### src/rtl/wb_arbiter.sv
// Write-back port arbiter: shares the register-file write port between execute
// results and in-order load returns, tracking outstanding loads for hazard stalls.
`timescale 1ns/1ps

module wb_arbiter #(
  parameter int LD_DEPTH = 2
) (
  input  logic        clk_i,
  input  logic        rst_i,
  input  logic        ex_valid_i,
  input  logic [2:0]  ex_rd_i,
  input  logic [15:0] ex_data_i,
  output logic        ex_ready_o,
  input  logic        ld_issue_i,
  input  logic [2:0]  ld_rd_i,
  output logic        ld_ready_o,
  input  logic        mem_valid_i,
  input  logic [15:0] mem_data_i,
  output logic        rf_we_o,
  output logic [2:0]  rf_waddr_o,
  output logic [15:0] rf_wdata_o,
  output logic [7:0]  pending_o,
  output logic        err_o
);

  localparam logic [0:0] HOLD_EMPTY = 1'b0;
  localparam logic [0:0] HOLD_FULL  = 1'b1;
  localparam logic [1:0] DEPTH      = 2'(LD_DEPTH);

  logic [0:0]  holdState_q, holdState_d;
  logic [2:0]  holdRd_q, holdRd_d;
  logic [15:0] holdData_q, holdData_d;

  logic [2:0]  fifoRd_q [LD_DEPTH];
  logic        rdPtr_q, wrPtr_q;
  logic [1:0]  count_q, count_d;

  logic        rfWe_q, rfWe_d;
  logic [2:0]  rfWaddr_q, rfWaddr_d;
  logic [15:0] rfWdata_q, rfWdata_d;
  logic        err_q, err_d;

  logic        holdFull;
  logic        memPop;
  logic        exAccept;
  logic        ldPush;
  logic [2:0]  headRd;
  logic [7:0]  pendingMask;
  logic        winValid;
  logic [2:0]  winRd;
  logic [15:0] winData;

  assign holdFull = (holdState_q == HOLD_FULL);
  assign headRd   = fifoRd_q[rdPtr_q];
  assign memPop   = mem_valid_i && (count_q != 2'd0);

  // Valid FIFO entries decoded one-hot; r0 can never be a hazard.
  always_comb begin
    pendingMask = '0;
    if (count_q != 2'd0) pendingMask[fifoRd_q[rdPtr_q]] = 1'b1;
    if (count_q == 2'd2) pendingMask[fifoRd_q[~rdPtr_q]] = 1'b1;
    pendingMask[0] = 1'b0;
  end

  assign ex_ready_o = !holdFull && !pendingMask[ex_rd_i];
  assign ld_ready_o = (count_q < DEPTH) && !(holdFull && (holdRd_q == ld_rd_i));
  assign exAccept   = ex_valid_i && ex_ready_o;
  assign ldPush     = ld_issue_i && ld_ready_o;

  // Port winner: load return, then parked result, then fresh execute result.
  always_comb begin
    holdState_d = holdState_q;
    holdRd_d    = holdRd_q;
    holdData_d  = holdData_q;
    winValid    = 1'b0;
    winRd       = rfWaddr_q;
    winData     = rfWdata_q;
    if (memPop) begin
      winValid = 1'b1;
      winRd    = headRd;
      winData  = mem_data_i;
      if (exAccept) begin
        holdState_d = HOLD_FULL;
        holdRd_d    = ex_rd_i;
        holdData_d  = ex_data_i;
      end
    end else if (holdFull) begin
      winValid    = 1'b1;
      winRd       = holdRd_q;
      winData     = holdData_q;
      holdState_d = HOLD_EMPTY;
    end else if (exAccept) begin
      winValid = 1'b1;
      winRd    = ex_rd_i;
      winData  = ex_data_i;
    end
    rfWe_d    = winValid && (winRd != 3'd0);
    rfWaddr_d = winRd;
    rfWdata_d = winData;
  end

  always_comb begin
    count_d = count_q;
    if (ldPush && !memPop)      count_d = count_q + 2'd1;
    else if (!ldPush && memPop) count_d = count_q - 2'd1;
    err_d = err_q || (mem_valid_i && (count_q == 2'd0));
  end

  always_ff @(posedge clk_i or posedge rst_i) begin
    if (rst_i) begin
      holdState_q <= HOLD_EMPTY;
      holdRd_q    <= '0;
      holdData_q  <= '0;
      for (int i = 0; i < LD_DEPTH; i++) fifoRd_q[i] <= '0;
      rdPtr_q     <= 1'b0;
      wrPtr_q     <= 1'b0;
      count_q     <= '0;
      rfWe_q      <= 1'b0;
      rfWaddr_q   <= '0;
      rfWdata_q   <= '0;
      err_q       <= 1'b0;
    end else begin
      holdState_q <= holdState_d;
      holdRd_q    <= holdRd_d;
      holdData_q  <= holdData_d;
      if (ldPush) begin
        fifoRd_q[wrPtr_q] <= ld_rd_i;
        wrPtr_q           <= ~wrPtr_q;
      end
      if (memPop) rdPtr_q <= ~rdPtr_q;
      count_q     <= count_d;
      rfWe_q      <= rfWe_d;
      rfWaddr_q   <= rfWaddr_d;
      rfWdata_q   <= rfWdata_d;
      err_q       <= err_d;
    end
  end

  assign rf_we_o    = rfWe_q;
  assign rf_waddr_o = rfWaddr_q;
  assign rf_wdata_o = rfWdata_q;
  assign pending_o  = pendingMask;
  assign err_o      = err_q;

endmodule

### config.mk
export PLATFORM = sky130hd
export DESIGN_NAME = wb_arbiter
export DESIGN_NICKNAME = d
export VERILOG_FILES = /design/src/rtl/wb_arbiter.sv
export SDC_FILE = /design/constraint.sdc
export NUM_CORES = 1
export LEC_CHECK = 0
export BUFFER_PORTS_ARGS = -buffer_cell sky130_fd_sc_hd__buf_2
export CORE_ASPECT_RATIO = 0.5
export CORE_UTILIZATION = 40
export DETAILED_ROUTE_END_ITERATION = 10
export GPL_TIMING_DRIVEN = 0
export SETUP_SLACK_MARGIN = 0.15
export SYNTH_ARGS = -nofsm -noshare
export SYNTH_HDL_FRONTEND = slang
export SYNTH_SLANG_ARGS = --single-unit
### constraint.sdc
create_clock -name clk_i -period 9.15 [get_ports clk_i]
set_clock_uncertainty 0.2 [all_clocks]
set_input_delay 1.83 -clock clk_i [delete_from_list [all_inputs] [get_ports clk_i]]
set_output_delay 1.83 -clock clk_i [all_outputs]
set_load 0.02 [all_outputs]
==> summary.txt <==
Floorplanning
  • # rows: 21
  • Starting Density: 42.34%
  • Core area: 6832 sq um
  • # IOs: 74
  • Die Wd: 122.3 microns
  • Die Height: 62.14 microns
  • Die ar.: 7597 sq um

Placement
  • GPL Wtd Cong: 0.8547
  • Hpwl dp: 4977 microns
  • Pre-CTS setup slack: 3.747 ns
  • Input/output buffers: 72

GRT
  • Initial antenna violation count: 0
  • All-Layer GR Usage: 18.82%
  • Largest net degree at the start of global routing: 42
  • First-pass GRT wire length: 11180 microns
  • GRT overflow: 0
  • Vias in the first global route: 2277

Timing
  • Fin crit period: 5.416 ns
  • Max-slew headroom: 49.84%
  • Final setup violation count: 0
  • Final worst slack: 3.734 ns
  • Fin. Hold Viols: 0
  • Setup TNS Final: 0 ns
  • Pins Over Slew Limit: 0
  • RSZ-0062 raised after global routing: false
  • Slew @ Worst Pin: 0.7524 ns
  • Period Utilization, post-route: 59.19%
  • Peak Freq: 0.1846 GHz

Critical path
  • Crit path launch type: primary input
  • CP peak stage delay: 0.46 ns
  • Worst setup EP type: primary output
  • CP Cell Sequence: buf_2 -> nor2b_1 -> nand2_1 -> a21oi_1 -> a2111oi_4 -> a211oi_1 -> nor2_1 -> buf_2
  • Critical Path RT: 7.12 ns
  • Worst-path fanout max: 7
  • WS Path Type: in -> out
  • Arr. time, crit path: 3.39 ns
  • Cell with the largest stage delay on the worst path: a211oi_1
  • Most used cell, CP: buf_2

Synthesis
  • Commonest cells in the netlist: dfrtp_1, nand2_1, mux2_2, o21ai_0, mux2i_1
  • Ranking of synthesized cells by area: dfrtp_1, mux2_2, mux2i_1
  • Synthesized area per cell: 11.08 sq um
  • Share of the synthesized area in the top cell type: 44.12%
  • Syn Nets: 305
  • Cell Area, Synth: 2893 sq um
  • Main synth FF type: dfrtp_1
  • Ys async rst share: 100.0%
  • Distinct cells, synth: 48
  • Sequential element share of the synthesized area: 44.12%
  • Most frequent cell after synthesis: dfrtp_1
  • Post-synth EDFFs: 0
  • Seq cells post-synth: 51
  • Synth warn: 0
  • Synth area leader: dfrtp_1
  • Mapped Cells: 261

Power and ir drop
  • Lkg Pwr: 1.614 nW
  • Peak VDD IR: 0.1428 mV
  • Power Density: 357.2 nW/um^2

Detailed routing
  • Vias: 2258
  • Detailed router's first-iteration violation count: 99
  • WL final: 6699 microns
  • DRC viols: 0
  • Vias/cell: 5.203
  • Antenna viol nets, final: 0
  • Drt first pass iters: 5
  • WL/cell: 15.44 microns

Clock network
  • H-tree depth: 2
  • CTS root buffer: clkbuf_16
  • Clock sinks: 51
  • Post-CTS Hold Fix Bufs: 0
  • Setup Buffers After CTS: 0
  • Worst skew pair latency: 0.29 ns
  • Num CTS Buffers: 5
  • Clk slew on worst S/H paths: 0.07 ns
  • Deepest clock path buffer count: 2
  • PostCTS Resize Cnt: 0
  • CTS tree: built

Finish
  • Multi-input logic area: 1513 sq um
  • Layout cells sized above 1: 38.30%
  • P&R area growth vs syn: 22.40%
  • Number of diodes: 0
  • Number of nets in the layout: 385
  • Storage cell area: 1276 sq um
  • Fin util: 51.83%
  • Fillers: 647

Min path
  • Min-Delay Path Class: reg -> reg

Flow run
  • Max-Cap Viols: 0

Run status
  • Outcome: complete, no violations
==> sequential cells by signal, summed over array words and instances, names as in the netlist, 2 cells and up <==
register and flops:
holdData_q 16, rf_wdata_o 16, rf_waddr_o 3, fifoRd_q 6, holdRd_q 3, count_q 2
==> cell families after synthesis <==
group | after synthesis | share of synthesized area (%)
DFF | 51 | 44.12
AOI/OAI and AO/OA | 51 | 12.59
adders and majority gates | 1 | 0.4325
other | 1 | 0.1296
xor gates and xnor gates | 8 | 2.422
muxes | 65 | 25.61
and+or+nand+nor | 65 | 11.12
buffers and inverters | 19 | 3.590
==> per-layer routing <==
| layer | vias to the layer above | track usage (%) | share of wire [%] |
|---|---|---|---|
| met5 | - | 0 | 0 |
| met1 | 1118 | 26.01 | 49 |
| li1 | 1089 | - | - |
| met4 | 0 | 6.098 | 1.0 |
| met3 | 6 | 3.676 | 3.1 |
| met2 | 45 | 29.56 | 47 |
==> through the flow <==
stage	hold slack (ns)	power [mW]	std cells	area (sq um)
floorplan	0.2543	0.8969	261	2893
global placement	0.2362	1.056	425	3368
detailed placement	0.2519	1.078	426	3388
CTS	0.2707	1.274	434	3541
global route	0.2913	1.355	434	3541
finish	0.2606	1.265	434	3541
==> layout by cell type (no fill, tap or decap), drive strengths merged <==
master	n
nor2	10
o211a	1
and3	2
inv	8
xor2	3
nor3	3
a41oi	2
ha	1
a31oi	3
buf	79
nand3	5
mux2i	20
a211oi	2
mux2	45
o32ai	1
clkbuf	10
and2	3
a21oi	4
o32a	1
a21o	1
a211o	1
nand2	34
o221ai	2
o31a	1
clkinv	2
or2	1
and4bb	1
dfrtp	51
nor2b	4
nand2b	2
o22ai	7
a2111oi	1
a21boi	2
xnor2	5
clkinvlp	1
conb	1
o21ai	22
==> final timing paths <==
check,startpoint,end,slack [ns],cells past startpoint
max,ex_rd_i[1],ex_ready_o,3.73,8
min,err_o$_DFF_PP0_,err_o$_DFF_PP0_,0.26,1
max reg2reg,rdPtr_q$_DFFE_PP0P_,rf_wdata_o[3]$_DFFE_PP0P_,5.86,11
min reg2reg,err_o$_DFF_PP0_,err_o$_DFF_PP0_,0.26,1
max in group asynchronous,rst_i,rf_waddr_o[2]$_DFF_PP0_,6.99,3
min in group asynchronous,rst_i,wrPtr_q$_DFFE_PP0P_,1.26,2
==> area by class of cell <==
type,instances,share of cell area [%]
buffer,11,2.085
timing repair buffer,73,10.74
multi-input combinational,191,42.72
sequential,51,36.04
clock inverter,3,0.7774
inverter,8,0.8481
clock buffer,5,3.534
tap,92,3.251
==> where the power goes <==
part           switching [mW]  internal (mW)
Sequential             0.0809          0.338
Clock                  0.0885          0.104
Combinational           0.359          0.295
Total                   0.528          0.737
==> critical path, delay by kind of cell <==
kind / cells / cell delay (ns)
AO/OA/AOI/OAI: 3 / 0.76
buffers and inverters: 2 / 0.34
AND/OR/NAND/NOR: 3 / 0.46
Power figures use the tool's default switching activity.
